--- config.mk ---
export PLATFORM = sky130hd
export DESIGN_NAME = regread_stage_flat
export DESIGN_NICKNAME = d
export VERILOG_FILES = /design/src/rtl/regread_stage_if.sv /design/src/rtl/regread_stage.sv /design/src/flat_wrapper.sv
export SDC_FILE = /design/constraint.sdc
export NUM_CORES = 1
export LEC_CHECK = 0
export CORE_ASPECT_RATIO = 0.6
export CORE_MARGIN = 3
export CORE_UTILIZATION = 40
export DETAILED_ROUTE_END_ITERATION = 12
export GPL_TIMING_DRIVEN = 0
export PLACE_DENSITY = 0.76
export SLEW_MARGIN = 25
export SYNTH_ARGS = -nofsm -noshare
export SYNTH_HDL_FRONTEND = slang
export SYNTH_SLANG_ARGS = --single-unit
--- constraint.sdc ---
create_clock -name clk -period 3.45 [get_ports clk]
set_input_delay 0.69 -clock clk [delete_from_list [all_inputs] [get_ports clk]]
set_output_delay 0.69 -clock clk [all_outputs]
set_load 0.02 [all_outputs]
--- src/rtl/regread_stage_if.sv ---
// ID/EX pipeline-register channel between the register-read stage and EX.
// The master drives the latched instruction; the slave returns ex_ready.
interface regread_stage_if #(
    parameter int CTRL_W = 8
);
    logic              ex_valid;
    logic              ex_ready;
    logic [3:0]        ex_src1;
    logic [3:0]        ex_src2;
    logic              ex_use1;
    logic              ex_use2;
    logic [15:0]       ex_op1;
    logic [15:0]       ex_op2;
    logic [3:0]        ex_dst;
    logic              ex_we;
    logic              ex_is_load;
    logic [CTRL_W-1:0] ex_ctrl;

    modport master (
        output ex_valid, ex_src1, ex_src2, ex_use1, ex_use2,
               ex_op1, ex_op2, ex_dst, ex_we, ex_is_load, ex_ctrl,
        input  ex_ready
    );

    modport slave (
        input  ex_valid, ex_src1, ex_src2, ex_use1, ex_use2,
               ex_op1, ex_op2, ex_dst, ex_we, ex_is_load, ex_ctrl,
        output ex_ready
    );
endinterface

--- src/rtl/regread_stage.sv ---
// Register-read stage: selects operands with WB->ID bypass, inserts a bubble
// on load-use hazards, and keeps stalled operands fresh from writeback.
module regread_stage #(
    parameter int CTRL_W = 8
) (
    input  logic              clk,
    input  logic              rst_n,
    input  logic              flush,
    input  logic              id_valid,
    output logic              id_ready,
    input  logic [3:0]        id_src1,
    input  logic [3:0]        id_src2,
    input  logic              id_use1,
    input  logic              id_use2,
    input  logic [3:0]        id_dst,
    input  logic              id_we,
    input  logic              id_is_load,
    input  logic [CTRL_W-1:0] id_ctrl,
    output logic [3:0]        rf_src1,
    output logic [3:0]        rf_src2,
    input  logic [15:0]       rf_data1,
    input  logic [15:0]       rf_data2,
    input  logic              wb_we,
    input  logic [3:0]        wb_dst,
    input  logic [15:0]       wb_data,
    regread_stage_if.master   ex
);

    // R0 reads as zero and is never bypassed; unused sources are zeroed too.
    function automatic logic [15:0] sel_operand(
        input logic        f_use,
        input logic [3:0]  f_src,
        input logic [15:0] f_rf_data,
        input logic        f_wb_we,
        input logic [3:0]  f_wb_dst,
        input logic [15:0] f_wb_data
    );
        logic [15:0] r;
        if (!f_use || (f_src == 4'd0)) begin
            r = 16'h0000;
        end else if (f_wb_we && (f_wb_dst == f_src)) begin
            r = f_wb_data;
        end else begin
            r = f_rf_data;
        end
        return r;
    endfunction

    function automatic logic wb_hits(
        input logic       f_wb_we,
        input logic [3:0] f_wb_dst,
        input logic       f_use,
        input logic [3:0] f_src
    );
        return f_wb_we && f_use && (f_src != 4'd0) && (f_wb_dst == f_src);
    endfunction

    logic              ex_valid_r;
    logic [3:0]        ex_src1_r;
    logic [3:0]        ex_src2_r;
    logic              ex_use1_r;
    logic              ex_use2_r;
    logic [15:0]       ex_op1_r;
    logic [15:0]       ex_op2_r;
    logic [3:0]        ex_dst_r;
    logic              ex_we_r;
    logic              ex_is_load_r;
    logic [CTRL_W-1:0] ex_ctrl_r;

    logic [15:0]       op1_s;
    logic [15:0]       op2_s;
    logic              ld_haz_s;
    logic              adv_s;
    logic              id_ready_s;
    logic              accept_s;

    // Operand select, hazard detection and the ID handshake.
    always_comb begin
        op1_s      = 16'h0000;
        op2_s      = 16'h0000;
        ld_haz_s   = 1'b0;
        adv_s      = 1'b0;
        id_ready_s = 1'b0;
        accept_s   = 1'b0;

        op1_s = sel_operand(id_use1, id_src1, rf_data1, wb_we, wb_dst, wb_data);
        op2_s = sel_operand(id_use2, id_src2, rf_data2, wb_we, wb_dst, wb_data);

        if (ex_valid_r && ex_is_load_r && ex_we_r && (ex_dst_r != 4'd0)) begin
            ld_haz_s = (id_use1 && (id_src1 == ex_dst_r)) ||
                       (id_use2 && (id_src2 == ex_dst_r));
        end else begin
            ld_haz_s = 1'b0;
        end

        adv_s      = !ex_valid_r || ex.ex_ready;
        id_ready_s = adv_s && !ld_haz_s && !flush;
        accept_s   = id_ready_s && id_valid;
    end

    // ID/EX pipeline register; flush beats load, load beats bubble/hold.
    always_ff @(posedge clk or negedge rst_n) begin
        if (!rst_n) begin
            ex_valid_r   <= 1'b0;
            ex_src1_r    <= 4'd0;
            ex_src2_r    <= 4'd0;
            ex_use1_r    <= 1'b0;
            ex_use2_r    <= 1'b0;
            ex_op1_r     <= 16'h0000;
            ex_op2_r     <= 16'h0000;
            ex_dst_r     <= 4'd0;
            ex_we_r      <= 1'b0;
            ex_is_load_r <= 1'b0;
            ex_ctrl_r    <= {CTRL_W{1'b0}};
        end else if (flush) begin
            ex_valid_r <= 1'b0;
        end else if (accept_s) begin
            ex_valid_r   <= 1'b1;
            ex_src1_r    <= id_src1;
            ex_src2_r    <= id_src2;
            ex_use1_r    <= id_use1;
            ex_use2_r    <= id_use2;
            ex_op1_r     <= op1_s;
            ex_op2_r     <= op2_s;
            ex_dst_r     <= id_dst;
            ex_we_r      <= id_we && (id_dst != 4'd0);
            ex_is_load_r <= id_is_load;
            ex_ctrl_r    <= id_ctrl;
        end else if (adv_s) begin
            ex_valid_r <= 1'b0;
        end else begin
            // Stalled: the register file write lands after our read, so
            // capture it here or EX would see a stale operand.
            if (wb_hits(wb_we, wb_dst, ex_use1_r, ex_src1_r)) begin
                ex_op1_r <= wb_data;
            end else begin
                ex_op1_r <= ex_op1_r;
            end
            if (wb_hits(wb_we, wb_dst, ex_use2_r, ex_src2_r)) begin
                ex_op2_r <= wb_data;
            end else begin
                ex_op2_r <= ex_op2_r;
            end
        end
    end

    assign id_ready      = id_ready_s;
    assign rf_src1       = id_src1;
    assign rf_src2       = id_src2;

    assign ex.ex_valid   = ex_valid_r;
    assign ex.ex_src1    = ex_src1_r;
    assign ex.ex_src2    = ex_src2_r;
    assign ex.ex_use1    = ex_use1_r;
    assign ex.ex_use2    = ex_use2_r;
    assign ex.ex_op1     = ex_op1_r;
    assign ex.ex_op2     = ex_op2_r;
    assign ex.ex_dst     = ex_dst_r;
    assign ex.ex_we      = ex_we_r;
    assign ex.ex_is_load = ex_is_load_r;
    assign ex.ex_ctrl    = ex_ctrl_r;

endmodule

--- src/flat_wrapper.sv ---
// flat-port wrapper written by rule: the top's interface ports become plain ports
module regread_stage_flat 
#(
    parameter int CTRL_W = 8
)
  (clk, rst_n, flush, id_valid, id_ready, id_src1, id_src2, id_use1, id_use2, id_dst, id_we, id_is_load, id_ctrl, rf_src1, rf_src2, rf_data1, rf_data2, wb_we, wb_dst, wb_data, ex_ex_valid, ex_ex_src1, ex_ex_src2, ex_ex_use1, ex_ex_use2, ex_ex_op1, ex_ex_op2, ex_ex_dst, ex_ex_we, ex_ex_is_load, ex_ex_ctrl, ex_ex_ready);
  regread_stage_if #(.CTRL_W(CTRL_W)) ex_i ();
  input  logic clk;
  input  logic rst_n;
  input  logic flush;
  input  logic id_valid;
  output logic id_ready;
  input  logic [3:0] id_src1;
  input  logic [3:0] id_src2;
  input  logic id_use1;
  input  logic id_use2;
  input  logic [3:0] id_dst;
  input  logic id_we;
  input  logic id_is_load;
  input  logic [CTRL_W-1:0] id_ctrl;
  output logic [3:0] rf_src1;
  output logic [3:0] rf_src2;
  input  logic [15:0] rf_data1;
  input  logic [15:0] rf_data2;
  input  logic wb_we;
  input  logic [3:0] wb_dst;
  input  logic [15:0] wb_data;
  output wire logic [$bits(ex_i.ex_valid)-1:0] ex_ex_valid;
  output wire logic [$bits(ex_i.ex_src1)-1:0] ex_ex_src1;
  output wire logic [$bits(ex_i.ex_src2)-1:0] ex_ex_src2;
  output wire logic [$bits(ex_i.ex_use1)-1:0] ex_ex_use1;
  output wire logic [$bits(ex_i.ex_use2)-1:0] ex_ex_use2;
  output wire logic [$bits(ex_i.ex_op1)-1:0] ex_ex_op1;
  output wire logic [$bits(ex_i.ex_op2)-1:0] ex_ex_op2;
  output wire logic [$bits(ex_i.ex_dst)-1:0] ex_ex_dst;
  output wire logic [$bits(ex_i.ex_we)-1:0] ex_ex_we;
  output wire logic [$bits(ex_i.ex_is_load)-1:0] ex_ex_is_load;
  output wire logic [$bits(ex_i.ex_ctrl)-1:0] ex_ex_ctrl;
  input wire logic [$bits(ex_i.ex_ready)-1:0] ex_ex_ready;
  assign ex_ex_valid = ex_i.ex_valid;
  assign ex_ex_src1 = ex_i.ex_src1;
  assign ex_ex_src2 = ex_i.ex_src2;
  assign ex_ex_use1 = ex_i.ex_use1;
  assign ex_ex_use2 = ex_i.ex_use2;
  assign ex_ex_op1 = ex_i.ex_op1;
  assign ex_ex_op2 = ex_i.ex_op2;
  assign ex_ex_dst = ex_i.ex_dst;
  assign ex_ex_we = ex_i.ex_we;
  assign ex_ex_is_load = ex_i.ex_is_load;
  assign ex_ex_ctrl = ex_i.ex_ctrl;
  assign ex_i.ex_ready = ex_ex_ready;
  regread_stage #(.CTRL_W(CTRL_W)) u_core (.clk(clk), .rst_n(rst_n), .flush(flush), .id_valid(id_valid), .id_ready(id_ready), .id_src1(id_src1), .id_src2(id_src2), .id_use1(id_use1), .id_use2(id_use2), .id_dst(id_dst), .id_we(id_we), .id_is_load(id_is_load), .id_ctrl(id_ctrl), .rf_src1(rf_src1), .rf_src2(rf_src2), .rf_data1(rf_data1), .rf_data2(rf_data2), .wb_we(wb_we), .wb_dst(wb_dst), .wb_data(wb_data), .ex(ex_i));
endmodule
### Word-level counts from Yosys, hierarchy flattened

Index checks and enable logic that the tools add are counted.

* register bits after elaboration: 57
* latch bits: 0
* bits in writable memories: 0
* ROM bits: 0
* output and inout port bits: 66
* word-level logic and storage cells: 71
* memories: 0

* add/sub/neg operators: 0
* multipliers: 0
* divide/modulo/power cells: 0
* magnitude comparators: 0
* equality and inequality tests: 7
* shift operators: 0
* multiplexer cells: 14
* bitwise operators: 1
* reduce and logical (&&, ||, !) cells: 38

Operator list (count)
* 16-bit two-way mux: 10
* 4-bit equality test: 6
* 1-bit logical AND: 17
* 4-bit nonzero test: 4
* 4-bit zero test: 2
* 3-bit AND reduction: 2
* 1-bit zero test: 5
* 1-bit logical OR: 4
* 1-bit two-way mux: 4
* 2-bit nonzero test: 2
* 3-bit nonzero test: 1
* 2-bit != test (second input constant): 1
* 2-bit AND reduction: 1
* 1-bit inverter: 1

### Logic depth before layout (Yosys ltp)

* depth after elaboration: 10
* gate-level depth with buffers: 8

### Worst setup path before layout

Ideal clock, no wire load.

* kind: input port to flip-flop
* from: input port wb_dst[1]
* to: register u_core.ex_op1_r[5] (netlist: u_core.ex.ex_op1[5])
* data arrival time: 2029 ps
* required time: 3319 ps
* slack: 1290 ps
* cell stages on the path: 6
* path buffers: 2
* cell sequence: buf_2 -> xor2_1 -> nor4_4 -> buf_6 -> mux2i_1 -> mux2i_1

* word-level cells in the longest chain between the ends: 5
* elaborated cells between the ends (all ways): 9
* classes of those cells: eq/ne (2); mux (3); reduce/logical (4)

RTL lines
* start: declaration: line flat_wrapper.sv:26 `input logic [3:0] wb_dst;`
* 4-bit equality test: line regread_stage.sv:41 `end else if (f_wb_we && (f_wb_dst == f_src)) begin`
* 1-bit logical AND: line regread_stage.sv:41
* 16-bit two-way mux: line regread_stage.sv:41
* 16-bit two-way mux: line regread_stage.sv:39 `if (!f_use || (f_src == 4'd0)) begin`
* 16-bit two-way mux: line regread_stage.sv:117 `end else if (accept_s) begin`
* end signal: assignment: line regread_stage.sv:123 `ex_op1_r <= op1_s;`
* end signal: assignment: line regread_stage.sv:135 `ex_op1_r <= wb_data;`
* end signal: assignment: line regread_stage.sv:137 `ex_op1_r <= ex_op1_r;`
* end: declaration: line regread_stage.sv:63 `logic [15:0] ex_op1_r;`

Parallel ways exist; a longest one is shown, timed or not.
A chain may end at the register's enable or synchronous reset.

### Worst setup path in the final report

* from: input port id_src2[3]
* to: output port id_ready

* word-level cells in the longest chain between the ends: 7

RTL lines
* start: declaration: line flat_wrapper.sv:14 `input logic [3:0] id_src2;`
* 4-bit equality test: line regread_stage.sv:91 `(id_use2 && (id_src2 == ex_dst_r));`
* 1-bit logical AND: line regread_stage.sv:91
* 1-bit logical OR: line regread_stage.sv:90 `ld_haz_s = (id_use1 && (id_src1 == ex_dst_r)) ||`
* 1-bit two-way mux: line regread_stage.sv:89 `if (ex_valid_r && ex_is_load_r && ex_we_r && (ex_dst_r != 4'd0)) begin`
* 1-bit zero test: line regread_stage.sv:97 `id_ready_s = adv_s && !ld_haz_s && !flush;`
* 1-bit logical AND (2 in series): line regread_stage.sv:97
* end: declaration: line flat_wrapper.sv:12 `output logic id_ready;`

No other way between the ends.

==> metrics.yaml <==
drc_errors: 0
p_leak_nw: 2.19
grt_pass1_wl_um: 18200
max_slew.worst_pin.slew_ns: 0.678
final_cell_mix: "142 x clkdlybuf4s50_1, 65 x mux2i_1, 57 x dfrtp_1"
drt_first_pass_iters: 4
synth.yosys.seq_area_share: 0.413
netlist_instances: 330
grt-ovfl-total: 0
path_max_fanout: 5
layout_min_cycle_time_ns: 3.30
slew_viol_final: 0
rsz0062_at_grt: "no"
fill_cells: 622
setup_slack_ns: 0.155
cts_tree: "yes"
critical_path_class: "primary input to primary output"
startpoint_type: "primary input"
syn_area_sq_um: 3460
powerDensity_nw_per_um2: 494
synth.distinct_cells: 24
dp_slack_ns: 0.174
cts_hold_buf: 0
wl_um: 11700
gp_congestion: 0.847
die_x_um: 126
syn_area_per_cell_sq_um: 10.5
synth_top_area_share: 0.413
num_vias: 3237
grt_usage: 0.240
setup_viol: 0
relSlewSlack: 0.545
layout_commonest_cell: "clkdlybuf4s50_1"
holdWs_ns: 0.203
cts.path.max_buffers: 2
numPortBuffers: 143
clock-root-buffer: "clkbuf_16"
design_area_sq_um: 5380
clk_pin_slew_ns: 0.05
drive_above_1_share: 0.137
worstSetupStartpoint: "id_src2[3]"
initial_core_util: 0.425
reg2reg_depth: 7
cp-end-kind: "primary output"
diodes: 0
fin_skew_ns: 0.00872
hold_viol_final: 0
clk_latency_ns: 0.33
final_nets: 567
drt_iter0_markers: 312
grt_max_degree: 47
cts_htree_levels: 3
dpl.hpwl_um: 9000
synth_top_area_cell: "dfrtp_1"
placementRows: 25
max-cap-violations: 0
die_area_sq_um: 9830
fmax_ghz: 0.303
wl_per_cell_um: 19.5
syn_nets: 412
finalCritPeriodShare: 0.955
cts-buffers-inserted: 9
antenna_found_initial: 0
ant_nets: 0
status: "finished clean"
synth_warnings: 0
post_dp_cell_area_sq_um: 5050
grt_pass1_vias: 3196
synthTopCellsByArea: "dfrtp_1 41%, mux2i_1 19%, mux2_2 7.5%"
ys_seq_elements: 57
syn_to_final_growth_pct: 55.6
die_h_um: 78
drt-vias-per-instance: 5.41
r2r_start: "u_core.ex.ex_dst[0]"
setup_tns_ns: 0
crit_arrival_ns: 2.61
cts_resized: 0
hold_class: "primary input to async pin"
num_io_pins: 148
coreArea_sq_um: 8130
required_ns: 2.76
post_cts_buffers: 0
cts_sinks: 57
vdd_drop_max_uv: 300
total_power_w: 0.00266
-- where the power goes --
part	internal, W	switching (W)
clock network	0.000668	0.000307
logic	0.000419	0.000397
registers	0.000778	0.0000879
total	0.00186	0.000791
-- path summary, 6_finish.rpt --
path | to | slack, ns
setup / recovery | id_ready | 0.15
hold / removal | u_core.ex.ex_ctrl[4] | 0.20
setup reg to reg | u_core.ex.ex_ctrl[5] | 1.17
hold reg to reg | u_core.ex.ex_ctrl[6] | 0.50
max in group asynchronous | u_core.ex.ex_op1[4] | 2.76
min in group clk | u_core.ex.ex_ctrl[6] | 0.50
-- cells in the mapped netlist (all sizes together) --
master,count
dfrtp,57
and4bb,1
and3,1
o41a,2
mux2i,65
nor2b,1
o41ai,1
xor2,9
nand3,4
a31oi,33
or2,2
nor4,5
buf,22
xnor2,15
nand4,4
nand2,35
clkbuf,12
nor2,3
nor3,34
inv,1
mux2,23
-- registers in the layout, indices dropped and copies added (netlist names) --
register              cells
u_core.ex.ex_op1         16
u_core.ex.ex_src1         4
u_core.ex.ex_dst          4
u_core.ex.ex_is_load      1
u_core.ex.ex_valid        1
u_core.ex.ex_ctrl         8
u_core.ex.ex_use2         1
u_core.ex.ex_use1         1
u_core.ex.ex_we           1
u_core.ex.ex_src2         4
u_core.ex.ex_op2         16
-- area by class of cell --
type	instances	area (sq um)	area share
clock inverter	5	77.6	0.0144
multi-input combinational	238	1810	0.337
timing repair buffer	144	1460	0.271
inverter	1	3.75	0.000698
clock buffer	11	253	0.0470
sequential	57	1430	0.265
buffer	34	211	0.0393
tap	108	135	0.0251
-- cells by family after synthesis --
family / after synthesis / share of synthesized area
muxes: 88 / 0.263
xor gates and xnor gates: 24 / 0.0608
DFF: 57 / 0.413
buffers and inverters: 35 / 0.0623
AOI/OAI and AO/OA: 36 / 0.0688
and+or+nand+nor: 90 / 0.132
-- critical path, cell delays in order --
cell	delay [ns]
clkdlybuf4s50_1	0.54
xor2_1	0.20
nor3_1	0.21
nand4_1	0.21
and3_1	0.21
clkdlybuf4s50_1	0.54
-- routing by layer --
metal	track usage	vias to the layer above	routed length [um]
met4	0.0557	0	127
li1	-	1526	-
met5	0	-	0
met2	0.351	126	5060
met1	0.351	1574	5370
met3	0.0660	11	1120
-- stage by stage --
stage                     utilization  instances
after floorplan                     -        330
after global placement          0.618        581
after detailed placement        0.621        582
after CTS                       0.661        598
after global routing            0.661        598
final                           0.661        598
(Power assumes the default switching activity.)
